$ cat config.mk
export PLATFORM = sky130hd
export DESIGN_NAME = calc1_req_collector
export DESIGN_NICKNAME = d
export VERILOG_FILES = /design/src/rtl/calc1_req_collector.sv
export SDC_FILE = /design/constraint.sdc
export NUM_CORES = 1
export LEC_CHECK = 0
export BUFFER_PORTS_ARGS = -buffer_cell sky130_fd_sc_hd__buf_2
export CAP_MARGIN = 20
export CORE_MARGIN = 2
export CORE_UTILIZATION = 60
export DETAILED_ROUTE_END_ITERATION = 10
export GPL_TIMING_DRIVEN = 0
export PLACE_DENSITY_LB_ADDON = 0.15
export SLEW_MARGIN = 30
export SYNTH_ARGS = -nofsm -noshare
export SYNTH_HDL_FRONTEND = slang
export SYNTH_SLANG_ARGS = --single-unit
$ cat constraint.sdc
create_clock -name c_clk -period 2.4 [get_ports c_clk]
set_input_delay 0.24 -clock c_clk [delete_from_list [all_inputs] [get_ports c_clk]]
set_output_delay 0.24 -clock c_clk [all_outputs]
set_load 0.1 [all_outputs]
$ cat src/rtl/calc1_req_collector.sv
// calc1_req_collector
// Per-port request front end for the calc1 design. It captures the two-cycle
// request protocol (command + operand1, then operand2), rejects unknown
// commands, and queues complete requests in a small FIFO. The FIFO head is
// offered to the shared ALU arbiter through a valid/ready handshake.
module calc1_req_collector #(
    parameter int DEPTH  = 4,
    parameter int DATA_W = 32,
    parameter int CNT_W  = 8
) (
    input  logic              c_clk,
    input  logic              reset_n,
    input  logic [0:3]        req_cmd_in,
    input  logic [0:DATA_W-1] req_data_in,
    input  logic              alu_ready,
    output logic              alu_valid,
    output logic [0:3]        alu_cmd,
    output logic [0:DATA_W-1] alu_op1,
    output logic [0:DATA_W-1] alu_op2,
    output logic              inv_cmd,
    output logic              ovf_drop,
    output logic [0:CNT_W-1]  drop_cnt,
    output logic              busy
);

    localparam int AW = $clog2(DEPTH);

    typedef enum logic {
        IDLE,
        OP2
    } state_t;

    state_t state;
    state_t next_state;

    logic [3:0]        cmd_q;
    logic [DATA_W-1:0] op1_q;

    logic [3:0]        mem_cmd [DEPTH];
    logic [DATA_W-1:0] mem_op1 [DEPTH];
    logic [DATA_W-1:0] mem_op2 [DEPTH];

    logic [AW-1:0] wr_ptr;
    logic [AW-1:0] rd_ptr;
    logic [AW:0]   count;

    logic cmd_ok;
    logic do_pop;
    logic has_space;
    logic do_push;
    logic do_drop;
    logic do_inv;

    logic             inv_q;
    logic             ovf_q;
    logic [CNT_W-1:0] drop_q;

    // State register for the request-capture FSM
    always_ff @(posedge c_clk or negedge reset_n) begin
        if (!reset_n) begin
            state <= IDLE;
        end else begin
            state <= next_state;
        end
    end

    // Next state: a non-NOP command starts a request, operand2 always follows
    always_comb begin
        next_state = state;
        case (state)
            IDLE: if (req_cmd_in != 4'd0) next_state = OP2;
            OP2:  next_state = IDLE;
            default: next_state = IDLE;
        endcase
    end

    // Decode what happens when a request completes in the operand2 cycle
    always_comb begin
        busy   = (state == OP2);
        cmd_ok = 1'b0;
        case (cmd_q)
            4'd1, 4'd2, 4'd5, 4'd6: cmd_ok = 1'b1;
            default:                cmd_ok = 1'b0;
        endcase
        do_pop    = (count != '0) && alu_ready;
        // a full FIFO still has room when its head leaves on the same edge
        has_space = (count < (AW+1)'(DEPTH)) || do_pop;
        do_push   = busy && cmd_ok && has_space;
        do_drop   = busy && cmd_ok && !has_space;
        do_inv    = busy && !cmd_ok;
    end

    // Hold command and operand1 while waiting for operand2
    always_ff @(posedge c_clk or negedge reset_n) begin
        if (!reset_n) begin
            cmd_q <= '0;
            op1_q <= '0;
        end else if (state == IDLE && req_cmd_in != 4'd0) begin
            cmd_q <= req_cmd_in;
            op1_q <= req_data_in;
        end
    end

    // FIFO storage; operand2 is written straight from the input bus
    always_ff @(posedge c_clk or negedge reset_n) begin
        if (!reset_n) begin
            for (int i = 0; i < DEPTH; i++) begin
                mem_cmd[i] <= '0;
                mem_op1[i] <= '0;
                mem_op2[i] <= '0;
            end
        end else if (do_push) begin
            mem_cmd[wr_ptr] <= cmd_q;
            mem_op1[wr_ptr] <= op1_q;
            mem_op2[wr_ptr] <= req_data_in;
        end
    end

    // FIFO pointers and occupancy; pointers wrap naturally at DEPTH
    always_ff @(posedge c_clk or negedge reset_n) begin
        if (!reset_n) begin
            wr_ptr <= '0;
            rd_ptr <= '0;
            count  <= '0;
        end else begin
            if (do_push) wr_ptr <= wr_ptr + 1'b1;
            if (do_pop)  rd_ptr <= rd_ptr + 1'b1;
            case ({do_push, do_pop})
                2'b10:   count <= count + 1'b1;
                2'b01:   count <= count - 1'b1;
                default: count <= count;
            endcase
        end
    end

    // Error pulses and the saturating drop counter
    always_ff @(posedge c_clk or negedge reset_n) begin
        if (!reset_n) begin
            inv_q  <= 1'b0;
            ovf_q  <= 1'b0;
            drop_q <= '0;
        end else begin
            inv_q <= do_inv;
            ovf_q <= do_drop;
            if (do_drop && drop_q != '1) drop_q <= drop_q + 1'b1;
        end
    end

    assign alu_valid = (count != '0);
    assign alu_cmd   = mem_cmd[rd_ptr];
    assign alu_op1   = mem_op1[rd_ptr];
    assign alu_op2   = mem_op2[rd_ptr];
    assign inv_cmd   = inv_q;
    assign ovf_drop  = ovf_q;
    assign drop_cnt  = drop_q;

endmodule

==> flow_summary_export.csv <==
group,metric,value,unit
run,drv_cap,0,
yosys,synthCells,816,
layout,diodes,0,
clocking,clockBufferDepth,3,
layout,layout-drive-gt1-share,60.1,%
drt,wl_per_cell,21.6,um
floorplanning,initial_core_util,60.8,%
timing,worst_pin_slew,834,ps
worst_hold_path,holdCritPathClass,"input pin to register",
clocking,htree_num_levels,2,
drt,dr.first_iter.drc_count,399,
place,place.port_buffers,118,
worst_setup_path,critical_path_depth,3,
global_routing,grt_start_max_net_pins,88,
drt,wl,28500,um
global_routing,antenna_found_initial,1,
worst_setup_path,criticalPathCategory,"register to primary output",
worst_setup_path,critPathRequiredTime,2160,ps
place,place_inst,1257,
worst_setup_path,worstSetupEndpointType,"primary output",
worst_setup_path,crit_arrival,2100,ps
worst_setup_path,r2r_cells,10,
worst_setup_path,crit_chain,"buf_6 > mux4_2 > clkbuf_4",
timing,hold_violations,0,
yosys,netlist_area,0.0142,sq mm
worst_setup_path,path_buf_inv,2,
layout,stdcell_count,1322,
layout,n_fill_cell,1592,
yosys,ys_warn_count,0,
worst_setup_path,critical-path-max-stage-delay,540,ps
drt,first_pass_iters,4,
layout,area_growth,17.3,%
drt,num_vias,7560,
timing,period_share,97.4,%
worst_setup_path,r2r_end,"count[2]",
clocking,cts_inserted_buffers,35,
clocking,cts_root_buf,"clkbuf_16",
yosys,ys_types,32,
global_routing,grt_overflow,0,
status,outcome,"complete, no violations",
timing,slew_headroom,44.2,%
floorplanning,fp-row-count,56,
floorplanning,pin_count,119,
floorplanning,dieWidth,158,um
clocking,cts_sinks,326,
timing,clock_skew,25.9,ps
yosys,syn_area_per_cell,17.4,sq um
yosys,syn_nets,862,
worst_setup_path,crit_family,"buffers and inverters",
worst_setup_path,cp_max_fo,10,
yosys,ys_seq_area_share,57.3,%
drt,drc,0,
global_routing,grt_pass1_wl,45500,um
timing,rsz0062_at_grt,"yes",
timing,setup-violations-final,0,
timing,drv_slew,0,
clocking,clkTransAtPathRegs,60,ps
worst_setup_path,critPathLaunchType,"register",
clocking,clock_latency,510,ps
worst_setup_path,slowest_stage,"mux4_2",
layout,nNetsFinal,1024,
worst_setup_path,crit_end,"alu_op2[8]",
worst_setup_path,r2r_start,"cmd_q[1]",
worst_setup_path,startpoint,"rd_ptr[0]",
drt,postRouteAntennaNets,0,
drt,viasPerCell,5.72,
clocking,cts_tree,"built",
floorplanning,core_area,0.0234,sq mm
worst_setup_path,rrSetupSlack,160,ps
floorplanning,die_y,158,um
timing,fin_crit,2340,ps
timing,fmax,428,MHz
place,gp_congestion,0.730,
global_routing,grt_util_all_layers,24.0,%
yosys,synth-seq-cells,326,
floorplanning,dieArea,0.0250,sq mm
place,dp.final_hpwl,18300,um
global_routing,grt_pass1_vias,8062,
## worst register-to-register path: stages (launching register included)
cell and delay (ps):
dfrtp_1 460, xnor2_2 220, and4bb_1 250, buf_6 150
inv_1 60, ha_1 180, inv_1 60, fa_1 370
xor2_1 150, nor2_1 110, xor2_1 160
## synthesized netlist by cell type (all sizes together)
cell type,instances,area [sq um]
mux2,306,3730
ha,6,75.1
fa,1,20.0
nor2,4,15.0
and2,8,51.3
mux4,68,1530
or3,1,6.26
nor4,1,6.26
and4bb,1,12.5
nor2b,2,12.5
nor4b,1,15.0
nand2b,2,12.5
o22ai,1,6.26
buf,36,262
and4,1,8.76
xnor2,6,52.6
o21ai,1,5.00
nand3,2,10.0
inv,9,33.8
and3,1,6.26
a31oi,1,6.26
dfrtp,326,8160
mux2i,2,20.0
xor2,4,35.0
clkbuf,12,45.0
nand4,3,18.8
a41oi,1,8.76
nand2,9,63.8
## flip-flops by register name, indices dropped and copies added (netlist names), 2 cells and up
register	cells
wr_ptr	2
rd_ptr	2
op1_q	32
drop_cnt	8
mem_cmd	16
cmd_q	4
mem_op1	128
count	3
mem_op2	128
## timing repair
item	4_1_cts	5_1_grt
hold buffers	5	0
resized for setup	36	18
hold endpoints to repair	258	0
buffers inserted	0	0
endpoints found under the setup margin	68	12
## routing by layer
layer  wire length, um  part of all wire [%]  up-vias  GRT usage, %
met5                13                 0.046        -             0
met4               533                   1.9        2          5.71
met3              1160                   4.1       45          4.49
met2             14200                    50      128          39.3
met1             12600                    44     4045          34.0
li1                  -                     -     3340             -
## stage by stage
step           setup WS, ps  TNS (ps)  hold slack (ps)  area (sq um)  util [%]
6_report               62.9         0             29.8         16700      71.3
5_1_grt               -5.57     -6.08             22.5         16700      71.3
4_1_cts                4.64         0             14.0         16700      71.2
3_5_place_dp           -353     -3300             57.4         15300      65.6
3_3_place_gp          -5150  -1675400              468         15200      65.0
2_1_floorplan          20.7         0            -55.6         14200         -
## cell families (layout without fill, tap and decap cells)
family / after synthesis / in the layout / synth area share (%)
compound gates: 4 / 4 / 0.185
flops: 326 / 326 / 57.3
buf+inv: 57 / 244 / 2.39
simple gates: 36 / 36 / 1.68
xor+xnor: 10 / 10 / 0.616
fa+ha+maj: 7 / 7 / 0.668
mux: 376 / 376 / 37.1
## how the worst min path moves through the flow
stage	start	end	slack, ps	cells past startpoint
final	req_data_in[4]	mem_op2[59]	30	2
after floorplan	reset_n	busy	-60	0
after global placement	mem_cmd[11]	mem_cmd[11]	470	1
after CTS	req_data_in[1]	op1_q[30]	10	2
after detailed placement	reset_n	mem_op1[91]	60	1
after global routing	req_data_in[1]	op1_q[30]	20	2
## layout by cell type, fill, tap and decap left out, types with 3 or more instances in the layout
master           n
xnor2_1          5
and2_1           7
clkbuf_1        11
dlygate4sd3_1    5
mux2_2         230
buf_6           20
buf_2          111
clkbuf_8        10
nand4_1          3
inv_1            9
clkbuf_16       37
dfrtp_1        325
buf_4           17
ha_1             6
mux4_2          68
clkbuf_4         6
mux2_4          76
nand2_4          4
nor2_1           3
clkinv_2         5
nand2_1          5
xor2_1           4
buf_16           4
clkbuf_2         5
## cell type report
class | instances | area, sq um | area share (%)
sequential | 326 | 8160 | 48.9
multi-input combinational | 433 | 5740 | 34.4
clock buffer | 54 | 1080 | 6.47
timing repair buffer | 127 | 816 | 4.89
tap | 319 | 399 | 2.39
buffer | 46 | 363 | 2.17
clock inverter | 8 | 93.8 | 0.562
inverter | 9 | 33.8 | 0.202
Power is not shown: default switching activity piles up to over one toggle a cycle in this logic, so the estimate is an artifact.
